[src/rtl/if_stall_controller_if.sv]
// if_stall_controller_if: bus between the hazard/branch/memory sources and the
// fetch-stage stall controller.
// Optional feature macro: STALL_PERF_CNT_EN adds Stall_Count and CNT_WIDTH.
interface if_stall_controller_if #(
   parameter int unsigned WORD_WIDTH = 32
`ifdef STALL_PERF_CNT_EN
   ,
   parameter int unsigned CNT_WIDTH  = 32
`endif
);

   logic                  Hazard;
   logic                  Branch_Taken;
   logic [WORD_WIDTH-1:0] Branch_Address;
   logic                  Mem_Req;
   logic                  Mem_Ready;
   logic                  Freeze_IF;
   logic                  Freeze_Pipe;
   logic                  Flush;
   logic                  Bubble;
   logic                  Redirect;
   logic [WORD_WIDTH-1:0] Redirect_Address;
`ifdef STALL_PERF_CNT_EN
   logic [CNT_WIDTH-1:0]  Stall_Count;
`endif

   // Event sources: hazard unit, branch resolution and memory stage.
   modport master (
      output Hazard, Branch_Taken, Branch_Address, Mem_Req, Mem_Ready,
      input  Freeze_IF, Freeze_Pipe, Flush, Bubble, Redirect, Redirect_Address
`ifdef STALL_PERF_CNT_EN
      ,
      input  Stall_Count
`endif
   );

   // Stall controller.
   modport slave (
      input  Hazard, Branch_Taken, Branch_Address, Mem_Req, Mem_Ready,
      output Freeze_IF, Freeze_Pipe, Flush, Bubble, Redirect, Redirect_Address
`ifdef STALL_PERF_CNT_EN
      ,
      output Stall_Count
`endif
   );

endinterface

[src/rtl/if_stall_controller.sv]
// if_stall_controller: sequences fetch freeze, pipeline freeze, flush, bubble
// and PC redirect. Arbitrates memory stalls over branches over hazards, and
// holds a branch that resolves while memory is stalled until the stall ends.
// Outputs are combinational from state and inputs; all state is registered.
// Optional feature macro: STALL_PERF_CNT_EN adds a saturating Freeze_IF cycle
// counter on Stall_Count.
module if_stall_controller #(
   parameter int unsigned WORD_WIDTH  = 32,
   parameter int unsigned FLUSH_DEPTH = 1
`ifdef STALL_PERF_CNT_EN
   ,
   parameter int unsigned CNT_WIDTH   = 32
`endif
) (
   input logic                  clk,
   input logic                  rst,
   if_stall_controller_if.slave bus
);

   typedef enum logic [1:0] {StRun, StMemWait, StFlush} state_e;

   // Remaining flush cycles after the redirect cycle itself.
   localparam logic [2:0] FlushLoad  = 3'(FLUSH_DEPTH - 1);
   localparam bit         MultiFlush = (FLUSH_DEPTH > 1);

   state_e                state_q, state_d;
   logic                  pend_br_q, pend_br_d;
   logic [WORD_WIDTH-1:0] pend_addr_q, pend_addr_d;
   logic [2:0]            flush_cnt_q, flush_cnt_d;

   logic                  mem_stall;
   logic                  start_redirect;
   logic [WORD_WIDTH-1:0] redirect_target;
   logic                  freeze_if, freeze_pipe, flush, bubble, redirect;
   logic [WORD_WIDTH-1:0] redirect_addr;

   assign mem_stall = bus.Mem_Req & ~bus.Mem_Ready;

   // Next-state and output decode; reset forces every output low.
   always_comb begin
      state_d         = state_q;
      pend_br_d       = pend_br_q;
      pend_addr_d     = pend_addr_q;
      flush_cnt_d     = flush_cnt_q;
      start_redirect  = 1'b0;
      redirect_target = '0;
      freeze_if       = 1'b0;
      freeze_pipe     = 1'b0;
      flush           = 1'b0;
      bubble          = 1'b0;
      redirect        = 1'b0;
      redirect_addr   = '0;

      unique case (state_q)
         StRun: begin
            if (mem_stall) begin
               freeze_if   = 1'b1;
               freeze_pipe = 1'b1;
               state_d     = StMemWait;
               if (bus.Branch_Taken) begin
                  pend_br_d   = 1'b1;
                  pend_addr_d = bus.Branch_Address;
               end
            end else if (bus.Branch_Taken) begin
               start_redirect  = 1'b1;
               redirect_target = bus.Branch_Address;
            end else if (bus.Hazard) begin
               freeze_if = 1'b1;
               bubble    = 1'b1;
            end
         end

         StMemWait: begin
            if (mem_stall) begin
               freeze_if   = 1'b1;
               freeze_pipe = 1'b1;
               // First branch seen during the stall wins.
               if (bus.Branch_Taken && !pend_br_q) begin
                  pend_br_d   = 1'b1;
                  pend_addr_d = bus.Branch_Address;
               end
            end else begin
               state_d = StRun;
               if (pend_br_q) begin
                  pend_br_d       = 1'b0;
                  start_redirect  = 1'b1;
                  redirect_target = pend_addr_q;
               end else if (bus.Branch_Taken) begin
                  start_redirect  = 1'b1;
                  redirect_target = bus.Branch_Address;
               end else if (bus.Hazard) begin
                  freeze_if = 1'b1;
                  bubble    = 1'b1;
               end
            end
         end

         StFlush: begin
            // Branches here are wrong-path and hazards are moot: ignore both.
            flush = 1'b1;
            if (mem_stall) begin
               freeze_if   = 1'b1;
               freeze_pipe = 1'b1;
            end else if (flush_cnt_q == 3'd1) begin
               flush_cnt_d = 3'd0;
               state_d     = StRun;
            end else begin
               flush_cnt_d = flush_cnt_q - 3'd1;
            end
         end

         default: state_d = StRun;
      endcase

      if (start_redirect) begin
         redirect      = 1'b1;
         redirect_addr = redirect_target;
         flush         = 1'b1;
         if (MultiFlush) begin
            state_d     = StFlush;
            flush_cnt_d = FlushLoad;
         end
      end

      if (rst) begin
         freeze_if     = 1'b0;
         freeze_pipe   = 1'b0;
         flush         = 1'b0;
         bubble        = 1'b0;
         redirect      = 1'b0;
         redirect_addr = '0;
      end
   end

   // State registers; reset drops any pending branch and flush in progress.
   always_ff @(posedge clk) begin
      if (rst) begin
         state_q     <= StRun;
         pend_br_q   <= 1'b0;
         pend_addr_q <= '0;
         flush_cnt_q <= 3'd0;
      end else begin
         state_q     <= state_d;
         pend_br_q   <= pend_br_d;
         pend_addr_q <= pend_addr_d;
         flush_cnt_q <= flush_cnt_d;
      end
   end

   assign bus.Freeze_IF        = freeze_if;
   assign bus.Freeze_Pipe      = freeze_pipe;
   assign bus.Flush            = flush;
   assign bus.Bubble           = bubble;
   assign bus.Redirect         = redirect;
   assign bus.Redirect_Address = redirect_addr;

`ifdef STALL_PERF_CNT_EN
   logic [CNT_WIDTH-1:0] stall_cnt_q;

   // Count fetch-freeze cycles, sticking at all-ones.
   always_ff @(posedge clk) begin
      if (rst) begin
         stall_cnt_q <= '0;
      end else if (freeze_if && (stall_cnt_q != '1)) begin
         stall_cnt_q <= stall_cnt_q + {{(CNT_WIDTH-1){1'b0}}, 1'b1};
      end
   end

   assign bus.Stall_Count = stall_cnt_q;
`endif

endmodule

[src/flat_wrapper.sv]
// flat-port wrapper written by rule: the top's interface ports become plain ports
module if_stall_controller_flat 
#(
   parameter int unsigned WORD_WIDTH  = 32,
   parameter int unsigned FLUSH_DEPTH = 1

)
  (clk, rst, bus_Hazard, bus_Branch_Taken, bus_Branch_Address, bus_Mem_Req, bus_Mem_Ready, bus_Freeze_IF, bus_Freeze_Pipe, bus_Flush, bus_Bubble, bus_Redirect, bus_Redirect_Address);
  if_stall_controller_if #(.WORD_WIDTH(WORD_WIDTH)) bus_i ();
  input logic clk;
  input logic rst;
  input wire logic [$bits(bus_i.Hazard)-1:0] bus_Hazard;
  input wire logic [$bits(bus_i.Branch_Taken)-1:0] bus_Branch_Taken;
  input wire logic [$bits(bus_i.Branch_Address)-1:0] bus_Branch_Address;
  input wire logic [$bits(bus_i.Mem_Req)-1:0] bus_Mem_Req;
  input wire logic [$bits(bus_i.Mem_Ready)-1:0] bus_Mem_Ready;
  output wire logic [$bits(bus_i.Freeze_IF)-1:0] bus_Freeze_IF;
  output wire logic [$bits(bus_i.Freeze_Pipe)-1:0] bus_Freeze_Pipe;
  output wire logic [$bits(bus_i.Flush)-1:0] bus_Flush;
  output wire logic [$bits(bus_i.Bubble)-1:0] bus_Bubble;
  output wire logic [$bits(bus_i.Redirect)-1:0] bus_Redirect;
  output wire logic [$bits(bus_i.Redirect_Address)-1:0] bus_Redirect_Address;
  assign bus_i.Hazard = bus_Hazard;
  assign bus_i.Branch_Taken = bus_Branch_Taken;
  assign bus_i.Branch_Address = bus_Branch_Address;
  assign bus_i.Mem_Req = bus_Mem_Req;
  assign bus_i.Mem_Ready = bus_Mem_Ready;
  assign bus_Freeze_IF = bus_i.Freeze_IF;
  assign bus_Freeze_Pipe = bus_i.Freeze_Pipe;
  assign bus_Flush = bus_i.Flush;
  assign bus_Bubble = bus_i.Bubble;
  assign bus_Redirect = bus_i.Redirect;
  assign bus_Redirect_Address = bus_i.Redirect_Address;
  if_stall_controller #(.WORD_WIDTH(WORD_WIDTH), .FLUSH_DEPTH(FLUSH_DEPTH)) u_core (.clk(clk), .rst(rst), .bus(bus_i));
endmodule
[config.mk]
export PLATFORM = sky130hd
export DESIGN_NAME = if_stall_controller_flat
export DESIGN_NICKNAME = d
export VERILOG_FILES = /design/src/rtl/if_stall_controller_if.sv /design/src/rtl/if_stall_controller.sv /design/src/flat_wrapper.sv
export SDC_FILE = /design/constraint.sdc
export NUM_CORES = 1
export LEC_CHECK = 0
export BUFFER_PORTS_ARGS = -buffer_cell sky130_fd_sc_hd__buf_2
export CAP_MARGIN = 20
export CORE_MARGIN = 5
export CORE_UTILIZATION = 35
export CTS_BUF_LIST = sky130_fd_sc_hd__clkbuf_4 sky130_fd_sc_hd__clkbuf_8
export CTS_CLUSTER_DIAMETER = 60
export DETAILED_ROUTE_END_ITERATION = 16
export PLACE_DENSITY = 0.69
export SYNTH_ARGS = -nofsm -noshare
export SYNTH_HDL_FRONTEND = slang
export SYNTH_SLANG_ARGS = --single-unit
[constraint.sdc]
create_clock -name clk -period 2.1 [get_ports clk]
set_input_delay 0.315 -clock clk [delete_from_list [all_inputs] [get_ports clk]]
set_output_delay 0.315 -clock clk [all_outputs]
set_load 0.01 [all_outputs]
==> flow_metrics.env <==
export IMPL_swShare_pct=32.44
export IMPL_slew_headroom_pct=61.17
export IMPL_final_max_slew_viol_count=0
export IMPL_antenna_cells=0
export IMPL_synth_ff_type="dfxtp_1"
export IMPL_status="complete, no violations"
export IMPL_die_w_microns=84.46
export IMPL_globalRouteMet2Util_pct=24.39
export IMPL_fin_ws_ps=227.4
export IMPL_worstMarginPinSlew_ps=582.5
export IMPL_vias=1958
export IMPL_hp_class="in -> reg"
export IMPL_htreeDepth=2
export IMPL_rows=27
export IMPL_io_buffer_count=74
export IMPL_grt_ovfl_total=0
export IMPL_finalClockSkew_ps=3.952
export IMPL_insertion_delay_ps=270
export IMPL_grt_use_total_pct=13.74
export IMPL_dp_hpwl_mm=3.347
export IMPL_peakVddDrop_mv=0.2971
export IMPL_endpoint="bus_Flush"
export IMPL_p_switching_w=0.0006392
export IMPL_max_freq_ghz=0.5340
export IMPL_synth_edf_count=0
export IMPL_synth_top_area_share_pct=35.07
export IMPL_hold_ws_ps=284.4
export IMPL_postCtsHoldBufs=0
export IMPL_grt_pass1_vias=1868
export IMPL_maxCapViolCount=0
export IMPL_start_util_pct=35.68
export IMPL_ff2ff_setup_slack_ps=500
export IMPL_yosys_top_cells_area="dfxtp_1, nand2_1, mux2i_1"
export IMPL_cp_startpoint="u_core.state_q[0]"
export IMPL_drt_pass1_iter_count=4
export IMPL_synthCells=271
export IMPL_core_sq_mm=0.005439
export IMPL_synthesis_nets=312
export IMPL_worstPathMaxFanout=19
export IMPL_antenna_left=0
export IMPL_worstSetupPathType="reg -> out"
export IMPL_end_kind="primary output"
export IMPL_synth_commonest_cells="nand2_1, dfxtp_1, a21oi_1, mux2i_1, clkbuf_1"
export IMPL_required_ps=1780
export IMPL_dp_slack_ps=123.5
export IMPL_cts_buffers=5
export IMPL_gp_congestion=0.7183
export IMPL_reg2reg_from="u_core.state_q[0]"
export IMPL_cp_start_kind="flop"
export IMPL_p_int_w=0.001331
export IMPL_vias_per_cell=4.707
export IMPL_clock_sinks=34
export IMPL_clockPowerShare_pct=25.6
export IMPL_layout_nets=384
export IMPL_clock_path_buffers=2
export IMPL_synth_avg_cell_area_sq_um=7.161
export IMPL_clk_pin_slew_ps=70
export IMPL_io_pins=75
export IMPL_synth_seq_cells=34
export IMPL_synth_most_common_cell="nand2_1"
export IMPL_finalHoldViolCount=0
export IMPL_grt_use_met1_pct=15.79
export IMPL_synth_area_sq_mm=0.001941
export IMPL_cp_arrival_ps=1560
export IMPL_root_buffer="clkbuf_8"
export IMPL_grt_pass1_wl_mm=8.093
export IMPL_setup_viol=0
export IMPL_drt_initial_drc_count=118
export IMPL_cts_tree="done"
export IMPL_postSynth_asyncResetShare_pct=0
export IMPL_die_area_sq_mm=0.007133
export IMPL_syn2layout_area_growth_pct=28.18
export IMPL_wirelength_mm=4.764
export IMPL_busiest_layer="met2"
export IMPL_die_h_microns=84.46
export IMPL_antenna_found_initial=0
export IMPL_grt_util_met3_pct=4.024
export IMPL_ys_warnings_count=0
export IMPL_total_leakage_power_nw=1.185
export IMPL_yosysUniqueCellTypes=22
export IMPL_p_seq_share_pct=41.3
export IMPL_drive_above_1_share_pct=28.78
export IMPL_reg2reg_to="u_core.pend_addr_q[25]"
export IMPL_rsz0062_at_grt="false"
export IMPL_finalSetupTns_ps=0
export IMPL_seq_area_frac_synth_pct=35.07
export IMPL_drc_errors=0
export IMPL_power_density_mw_per_mm2=792.3
export IMPL_combinationalPowerShare_pct=33.1
export IMPL_reg2regPathDepth=5
export IMPL_period_minus_slack_ps=1873
export IMPL_finalCritPeriodShare_pct=89.17
export IMPL_routedWlPerCell_microns=11.45
export IMPL_grt_start_max_net_pins=65
export IMPL_yosysTopAreaCell="dfxtp_1"
[cell type report]
cell class / instances / area, sq um
clock buffer: 7 / 90.09
clock inverter: 1 / 5.005
fill: 550 / 2952
inverter: 4 / 15.01
multi-input combinational: 211 / 1125
sequential: 34 / 681.9
tap: 72 / 90.09
timing repair buffer: 87 / 480.5
[repair_timing]
item                       4_1_cts  5_1_grt
buffers inserted                 0        6
resized for setup                0        1
setup endpoints to repair        0       32
[cell usage in the layout, fill, tap and decap left out, types with 2 or more instances in the layout]
cell,Yosys,routed
inv_1,4,3
buf_2,3,74
nor2_1,3,3
nand2_1,124,124
buf_4,1,12
dfxtp_1,34,33
nand3_1,5,5
ha_1,3,3
nor2b_1,2,2
mux2i_1,32,32
clkbuf_8,0,6
a21oi_1,33,33
[worst min-delay path by stage]
stage	startpoint	endpoint	slack [ps]	cells past startpoint
after detailed placement	u_core.pend_addr_q[4]	u_core.pend_addr_q[4]	450	2
after floorplan	rst	u_core.state_q[0]	390	1
final	rst	u_core.state_q[0]	280	2
after CTS	bus_Branch_Address[1]	u_core.pend_addr_q[1]	280	3
after global placement	u_core.pend_addr_q[10]	u_core.pend_addr_q[10]	440	2
after global routing	bus_Branch_Address[6]	u_core.pend_addr_q[6]	280	3
[per-layer routing]
| metal | routed length (microns) | vias to the layer above |
|---|---|---|
| met5 | 0 | - |
| met4 | 50 | 0 |
| met3 | 245 | 4 |
| met2 | 2377 | 46 |
| met1 | 2090 | 892 |
| li1 | - | 1016 |
[critical path, stage by stage (launching register included)]
cell      delay (ps)
dfxtp_2          360
and2_4           220
o211ai_1         220
buf_4            270
inv_1             70
buf_2            140
[flip-flops by register name, indices dropped and copies added (netlist names)]
register	count
u_core.pend_addr_q	32
u_core.pend_br_q	1
u_core.state_q	1
[power by group through the flow]
stage | registers [W] | logic [W] | clock network (W)
floorplan | 0.000809 | 0.000491 | 0
global placement | 0.000821 | 0.000620 | 0
detailed placement | 0.000823 | 0.000639 | 0
CTS | 0.000811 | 0.000642 | 0.000528
global route | 0.000829 | 0.000726 | 0.000559
finish | 0.000813 | 0.000653 | 0.000505
[stage by stage]
step / power (W) / std cells / area, sq um / utilization (%)
global route: 0.002114 / 416 / 2487 / 45.73
detailed placement: 0.001462 / 402 / 2346 / 43.13
finish: 0.001971 / 416 / 2487 / 45.73
CTS: 0.001980 / 410 / 2441 / 44.88
floorplan: 0.001299 / 271 / 1941 / -
global placement: 0.001440 / 402 / 2346 / 43.13
[kinds of logic after synthesis]
group           count (synthesis)  share of synthesized area (%)
mux                            33                          17.09
flops                          34                          35.07
buf+inv                        26                          6.963
fa+ha+maj                       3                          1.934
compound gates                 35                          9.349
xor+xnor                        1                         0.4514
simple gates                  139                          29.14
No activity file was read; power rests on OpenSTA's default activity.
